**config.mk**
```make
export PLATFORM = sky130hd
export DESIGN_NAME = vga_timing_gen
export DESIGN_NICKNAME = d
export VERILOG_FILES = /design/src/rtl/vga_timing_pkg.sv /design/src/rtl/vga_axis_cnt.sv /design/src/rtl/vga_timing_gen.sv
export SDC_FILE = /design/constraint.sdc
export NUM_CORES = 1
export LEC_CHECK = 0
export CORE_MARGIN = 4
export CORE_UTILIZATION = 53
export CTS_BUF_LIST = sky130_fd_sc_hd__clkbuf_16
export DETAILED_ROUTE_END_ITERATION = 16
export PLACE_DENSITY = 0.88
export RECOVER_POWER = 25
export SLEW_MARGIN = 20
export SYNTH_ARGS = -nofsm -noshare
export SYNTH_HDL_FRONTEND = slang
export SYNTH_SLANG_ARGS = --single-unit
export TNS_END_PERCENT = 100
```
**constraint.sdc**
```tcl
create_clock -name clk -period 1.7 [get_ports clk]
set_input_delay 0.34 -clock clk [delete_from_list [all_inputs] [get_ports clk]]
set_output_delay 0.34 -clock clk [all_outputs]
set_load 0.02 [all_outputs]
```
**src/rtl/vga_timing_pkg.sv**
```systemverilog
// Shared timing definitions for the VGA timing generator: standard VESA
// mode parameter sets and a helper that derives the total period of an axis.
package vga_timing_pkg;

  // 640x480 @ 60 Hz, 25.175 MHz pixel clock, both syncs active-low
  localparam int  VGA640_H_ACTIVE = 640;
  localparam int  VGA640_H_FP     = 16;
  localparam int  VGA640_H_SYNC   = 96;
  localparam int  VGA640_H_BP     = 48;
  localparam int  VGA640_V_ACTIVE = 480;
  localparam int  VGA640_V_FP     = 10;
  localparam int  VGA640_V_SYNC   = 2;
  localparam int  VGA640_V_BP     = 33;
  localparam logic VGA640_HS_POL  = 1'b0;
  localparam logic VGA640_VS_POL  = 1'b0;

  // 800x600 @ 60 Hz, 40 MHz pixel clock, both syncs active-high
  localparam int  SVGA800_H_ACTIVE = 800;
  localparam int  SVGA800_H_FP     = 40;
  localparam int  SVGA800_H_SYNC   = 128;
  localparam int  SVGA800_H_BP     = 88;
  localparam int  SVGA800_V_ACTIVE = 600;
  localparam int  SVGA800_V_FP     = 1;
  localparam int  SVGA800_V_SYNC   = 4;
  localparam int  SVGA800_V_BP     = 23;
  localparam logic SVGA800_HS_POL  = 1'b1;
  localparam logic SVGA800_VS_POL  = 1'b1;

  // 1024x768 @ 60 Hz, 65 MHz pixel clock, both syncs active-low
  localparam int  XGA1024_H_ACTIVE = 1024;
  localparam int  XGA1024_H_FP     = 24;
  localparam int  XGA1024_H_SYNC   = 136;
  localparam int  XGA1024_H_BP     = 160;
  localparam int  XGA1024_V_ACTIVE = 768;
  localparam int  XGA1024_V_FP     = 3;
  localparam int  XGA1024_V_SYNC   = 6;
  localparam int  XGA1024_V_BP     = 29;
  localparam logic XGA1024_HS_POL  = 1'b0;
  localparam logic XGA1024_VS_POL  = 1'b0;

  // Full period of one axis: active + front porch + sync + back porch
  function automatic int total(input int active, input int fp,
                               input int sync, input int bp);
    return active + fp + sync + bp;
  endfunction

endpackage

```
**src/rtl/vga_axis_cnt.sv**
```systemverilog
// One timing axis (horizontal or vertical): a wrapping position counter plus
// combinational decode of the active region and the sync pulse window.
// Segment order along the axis is active, front porch, sync, back porch.
module vga_axis_cnt
  import vga_timing_pkg::*;
#(
  parameter int WIDTH  = 11,
  parameter int ACTIVE = 640,
  parameter int FP     = 16,
  parameter int SYNC   = 96,
  parameter int BP     = 48
) (
  input  logic             clk,
  input  logic             rst,
  input  logic             ce,
  input  logic             inc,
  output logic [WIDTH-1:0] cnt,
  output logic             wrap,
  output logic             active,
  output logic             sync_act
);

  localparam int TOTAL = total(ACTIVE, FP, SYNC, BP);
  localparam logic [WIDTH-1:0] LAST       = WIDTH'(TOTAL - 1);
  localparam logic [WIDTH-1:0] ACT_END    = WIDTH'(ACTIVE);
  localparam logic [WIDTH-1:0] SYNC_START = WIDTH'(ACTIVE + FP);
  localparam logic [WIDTH-1:0] SYNC_END   = WIDTH'(ACTIVE + FP + SYNC);

  // wrap flags the step that returns the counter to zero; the next axis uses it
  assign wrap     = inc && (cnt == LAST);
  assign active   = (cnt < ACT_END);
  assign sync_act = (cnt >= SYNC_START) && (cnt < SYNC_END);

  // Position counter: steps on ce && inc, wraps from TOTAL-1 to 0
  always_ff @(posedge clk) begin
    // NOTE: sequential state uses non-blocking assignments so every register
    // samples pre-edge values regardless of block ordering.
    if (rst) begin
      cnt <= '0;
    end else if (ce && inc) begin
      cnt <= (cnt == LAST) ? '0 : cnt + WIDTH'(1);
    end
  end

endmodule

```
**src/rtl/vga_timing_gen.sv**
```systemverilog
// Parametrised VGA/VESA timing generator: hs, vs, data enable, active-area
// coordinates and line/frame start pulses, advancing on a pixel clock-enable.
// All outputs are registered from the decode of the current counters, so they
// lag the counters by one clk and hold while ce is low.
// Optional macro VGA_TIMING_PRE_EN adds de_pre/x_pre/y_pre, which show the
// de/x/y values PRE pixel periods ahead, for sources with read latency.
module vga_timing_gen
  import vga_timing_pkg::*;
#(
  parameter int   WIDTH    = 11,
  parameter int   H_ACTIVE = 640,
  parameter int   H_FP     = 16,
  parameter int   H_SYNC   = 96,
  parameter int   H_BP     = 48,
  parameter int   V_ACTIVE = 480,
  parameter int   V_FP     = 10,
  parameter int   V_SYNC   = 2,
  parameter int   V_BP     = 33,
  parameter logic HS_POL   = 1'b0,
  parameter logic VS_POL   = 1'b0,
  parameter int   PRE      = 1
) (
  input  logic             clk,
  input  logic             rst,
  input  logic             ce,
  output logic             hs,
  output logic             vs,
  output logic             de,
  output logic [WIDTH-1:0] x_coo,
  output logic [WIDTH-1:0] y_coo,
  output logic             line_start,
  output logic             frame_start
`ifdef VGA_TIMING_PRE_EN
  ,
  output logic             de_pre,
  output logic [WIDTH-1:0] x_pre,
  output logic [WIDTH-1:0] y_pre
`endif
);

  localparam int H_TOTAL = total(H_ACTIVE, H_FP, H_SYNC, H_BP);
  localparam int V_TOTAL = total(V_ACTIVE, V_FP, V_SYNC, V_BP);

  // Counters must hold TOTAL-1; the lookahead must stay within one line
  if (H_TOTAL > (2 ** WIDTH) || V_TOTAL > (2 ** WIDTH)) begin : g_width_chk
    $error("vga_timing_gen: WIDTH too small for H_TOTAL/V_TOTAL");
  end
  if (PRE < 1 || PRE > H_ACTIVE) begin : g_pre_chk
    $error("vga_timing_gen: PRE out of range 1..H_ACTIVE");
  end

  logic [WIDTH-1:0] h_cnt, v_cnt;
  logic             h_wrap, h_active, h_sync_act;
  logic             v_active, v_sync_act;
  logic             v_wrap_unused;   // frame start is decoded from h=0,v=0 directly

  vga_axis_cnt #(
    .WIDTH(WIDTH), .ACTIVE(H_ACTIVE), .FP(H_FP), .SYNC(H_SYNC), .BP(H_BP)
  ) u_h_axis (
    .clk(clk), .rst(rst), .ce(ce), .inc(1'b1),
    .cnt(h_cnt), .wrap(h_wrap), .active(h_active), .sync_act(h_sync_act)
  );

  vga_axis_cnt #(
    .WIDTH(WIDTH), .ACTIVE(V_ACTIVE), .FP(V_FP), .SYNC(V_SYNC), .BP(V_BP)
  ) u_v_axis (
    .clk(clk), .rst(rst), .ce(ce), .inc(h_wrap),
    .cnt(v_cnt), .wrap(v_wrap_unused), .active(v_active), .sync_act(v_sync_act)
  );

  logic at_h0, at_v0;
  assign at_h0 = (h_cnt == '0);
  assign at_v0 = (v_cnt == '0);

  // Output registers: decode loads on ce, start pulses clear on any clk
  always_ff @(posedge clk) begin
    if (rst) begin
      de          <= 1'b0;
      x_coo       <= '0;
      y_coo       <= '0;
      hs          <= ~HS_POL;
      vs          <= ~VS_POL;
      line_start  <= 1'b0;
      frame_start <= 1'b0;
    end else begin
      line_start  <= ce && at_h0;
      frame_start <= ce && at_h0 && at_v0;
      if (ce) begin
        de    <= h_active && v_active;
        x_coo <= (h_active && v_active) ? h_cnt : '0;
        y_coo <= v_active ? v_cnt : '0;
        hs    <= h_sync_act ? HS_POL : ~HS_POL;
        vs    <= v_sync_act ? VS_POL : ~VS_POL;
      end
    end
  end

`ifdef VGA_TIMING_PRE_EN
  localparam logic [WIDTH:0]   H_TOTAL_X = (WIDTH+1)'(H_TOTAL);
  localparam logic [WIDTH:0]   PRE_X     = (WIDTH+1)'(PRE);
  localparam logic [WIDTH-1:0] V_LAST    = WIDTH'(V_TOTAL - 1);
  localparam logic [WIDTH-1:0] H_ACT_END = WIDTH'(H_ACTIVE);
  localparam logic [WIDTH-1:0] V_ACT_END = WIDTH'(V_ACTIVE);

  logic [WIDTH:0]   h_sum;
  logic [WIDTH-1:0] h_ahead, v_ahead;
  logic             pre_act, pre_v_act;

  // Position PRE pixels ahead; one extra bit keeps h+PRE from overflowing
  always_comb begin
    // NOTE: every always_comb output gets a default first so no path can
    // leave it unassigned and infer a latch.
    h_ahead = WIDTH'(h_sum);
    v_ahead = v_cnt;
    h_sum   = {1'b0, h_cnt} + PRE_X;
    if (h_sum >= H_TOTAL_X) begin
      h_ahead = WIDTH'(h_sum - H_TOTAL_X);
      v_ahead = (v_cnt == V_LAST) ? '0 : v_cnt + WIDTH'(1);
    end else begin
      h_ahead = WIDTH'(h_sum);
    end
    pre_v_act = (v_ahead < V_ACT_END);
    pre_act   = (h_ahead < H_ACT_END) && pre_v_act;
  end

  // Lookahead registers: same load, hold and reset rules as de/x_coo/y_coo
  always_ff @(posedge clk) begin
    if (rst) begin
      de_pre <= 1'b0;
      x_pre  <= '0;
      y_pre  <= '0;
    end else if (ce) begin
      de_pre <= pre_act;
      x_pre  <= pre_act ? h_ahead : '0;
      y_pre  <= pre_v_act ? v_ahead : '0;
    end
  end
`endif

endmodule

```
==> flow_summary.ini <==
[setup_path]
r2r_cells = 4
cp-end-kind = flop
required_ns = 1.88
worst_ep_arrival_time_ns = 1.85
path_class = input pin to flop
critical_path.startpoint_type = input pin
critPathMaxFanout = 5

[placed_design]
dp_hpwl_mm = 3.34
placed_area_um2 = 2550
portBuffers = 29
dp_cells = 304
gp_congestion = 0.839

[min_path]
hold_path_depth = 1
hp-class = flop to flop

[yosys]
synth_area_um2 = 2110
synth_cell_type_count = 42
ys_ff_latch = 49
synth_mux_area_share_pct = 0
synth_fa_ha_area_share_pct = 2.97
ys_warn_count = 0
syn-num-nets = 228
async_flop_share_pct = 0
yosys_most_used_dff = dfxtp_1
synth_edf_count = 0
yosysSeqAreaShare_pct = 46.5
syn_inst = 220
postSynthAreaPerCell_um2 = 9.58
synthXorXnorAreaFrac_pct = 6.65
yosys.area_share.simple_pct = 26.7
synth_top_family_by_area = simple AND/OR/NAND/NOR gates
synth-compound-area-share_pct = 12.3

[power_and_ir_drop]
peakVddDrop_uv = 505
p_leak_nw = 1.03
power_density_nw_per_um2 = 829
power_mw = 2.24

[floorplanning]
die_area_um2 = 5050
ios = 30
core_area_um2 = 3740
rows = 22
die_h_um = 71.1
start_util_pct = 56.3
die_width_um = 71.1

[drt]
ant_nets = 0
dr.pass1.iters = 4
vias = 1812
post_drt_wl_per_cell_um = 15.3
finalWirelength_mm = 4.79
dr.first_iter.drc_count = 152
vias_per_cell = 5.79
drc = 0

[grt]
antenna_found_initial = 0
grt_pass1_wl_mm = 7.78
overflow = 0
grt_max_degree = 23
grt_pass1_vias = 1644
grt_usage_pct = 19.0

[finish]
area.growth.synth_to_final_pct = 28.2
antenna_cells = 0
finish.instance_area_um2 = 2700
finalCoreUtilization_pct = 72.2
drive_above_1_share_pct = 15.8
instances_no_fill = 313
final_nets = 272

[timing]
period_share_pct = 98.1
tightest_slew_ns = 0.442
slew_violations = 0
hold_viol_final = 0
clock_skew_ns = 0.00667
fmax_ghz = 0.599
fin_crit_ns = 1.67
hold_ws_ns = 0.457
max_slew_margin_pct = 70.5
setup_viol = 0

[clocking]
htree_levels = 2
clk_path_buf_depth = 2
clock_latency_ns = 0.29
ctsHoldBuffers = 0
cts.sinks = 49
cts_tree = built
numCtsBuffers = 5
clkTransAtPathRegs_ns = 0.07
root_buffer = clkbuf_16

[flow_run]
max-cap-violations = 0

[run_status]
status = finished, final reports clean
## where the power goes
part           switching (mW)  internal [mW]  total [mW]  leakage [nW]
sequential            0.00653           1.16        1.17         0.396
clock                   0.407          0.539       0.946        0.0672
combinational          0.0672         0.0607       0.128         0.566
total                   0.481           1.76        2.24          1.03
## cell families (layout without fill, tap and decap cells)
logic type      after synthesis  after routing
simple gates                 97             97
xor+xnor                     16             16
fa+ha+maj                     5              5
compound gates               34             34
flops                        49             49
buf+inv                      19             64
## metrics by stage
stage	TNS (ns)	setup WS [ns]
2_1_floorplan	0	0.133
3_3_place_gp	-3.46	-0.198
3_5_place_dp	-4.63	-0.279
4_1_cts	0	0.0224
5_1_grt	-0.0481	-0.0362
6_report	0	0.0317
## cell usage after synthesis (2+ instances only)
library cell / count / area share, %
a21oi_1: 6 / 1.4
a22o_1: 16 / 6.6
a32o_1: 2 / 0.95
and2_1: 5 / 1.5
and3_1: 3 / 0.89
and4_1: 4 / 1.7
buf_2: 3 / 0.71
buf_6: 3 / 1.6
clkbuf_1: 7 / 1.2
dfxtp_1: 49 / 47
ha_1: 5 / 3.0
inv_1: 4 / 0.71
nand2_1: 11 / 2.0
nand2b_1: 3 / 0.89
nand3_1: 10 / 2.4
nand4_1: 7 / 2.1
nand4_2: 2 / 1.2
nor2_1: 24 / 4.3
nor2b_1: 4 / 1.2
nor3_1: 5 / 1.2
nor4_1: 5 / 1.5
o21ai_0: 5 / 1.2
or3_1: 4 / 1.2
xnor2_1: 8 / 3.3
xor2_1: 8 / 3.3
## cell usage in the layout, fill, tap and decap left out, types with 2 or more instances in the layout
| cell type | instances |
|---|---|
| nor3_1 | 4 |
| clkbuf_16 | 5 |
| dfxtp_1 | 49 |
| buf_4 | 21 |
| and3_1 | 3 |
| clkdlybuf4s50_1 | 29 |
| nand3_1 | 10 |
| and2_1 | 5 |
| nor2_1 | 24 |
| clkinvlp_4 | 2 |
| a21oi_1 | 6 |
| nor2b_1 | 4 |
| a32o_1 | 2 |
| xor2_1 | 8 |
| clkbuf_2 | 2 |
| nand4_1 | 7 |
| nand2_1 | 11 |
| or3_1 | 4 |
| and4_1 | 3 |
| inv_1 | 5 |
| nor4_1 | 3 |
| nand2b_1 | 3 |
| xnor2_1 | 8 |
| a22o_1 | 16 |
| nor4_2 | 2 |
| o21ai_0 | 5 |
| ha_1 | 5 |
| nand4_2 | 2 |
## sequential cells by signal, indices dropped and copies added (netlist names)
register / cells
frame_start: 1
x_coo: 11
u_h_axis.cnt: 11
vs: 1
hs: 1
y_coo: 11
line_start: 1
u_v_axis.cnt: 11
de: 1
## routing by layer
metal / share of wire [%] / vias to the layer above / track usage, %
li1: - / 875 / -
met4: 2.3 / 0 / 8.56
met3: 6.5 / 11 / 3.41
met5: 0 / - / 0
met2: 47 / 72 / 30.0
met1: 44 / 854 / 25.3
## final timing paths
| kind | startpoint | end | slack, ns |
|---|---|---|---|
| setup / recovery | ce | u_h_axis.cnt[10] | 0.03 |
| hold / removal | y_coo[10] | y_coo[10] | 0.46 |
| setup reg to reg | u_h_axis.cnt[4] | u_v_axis.cnt[7] | 0.07 |
| hold reg to reg | y_coo[10] | y_coo[10] | 0.46 |
## cell type report
type,count,area (um2)
multi-input combinational,152,1050
fill,281,1040
sequential,49,981
timing repair buffer,52,458
clock buffer,5,125
tap,48,60.1
clock inverter,3,18.8
inverter,4,15.0
## critical path, stage by stage
cell,delay [ns]
clkdlybuf4s50_1,0.54
buf_4,0.14
nand4_1,0.09
buf_4,0.19
nor3_1,0.32
xnor2_1,0.17
nor2_1,0.06
## what timing repair did
action / in CTS / in global routing
gates resized for setup: 0 / 5
buffers inserted: 0 / 1
endpoints found under the setup margin: 0 / 19
Note: power is estimated with default switching activity, not from simulation.
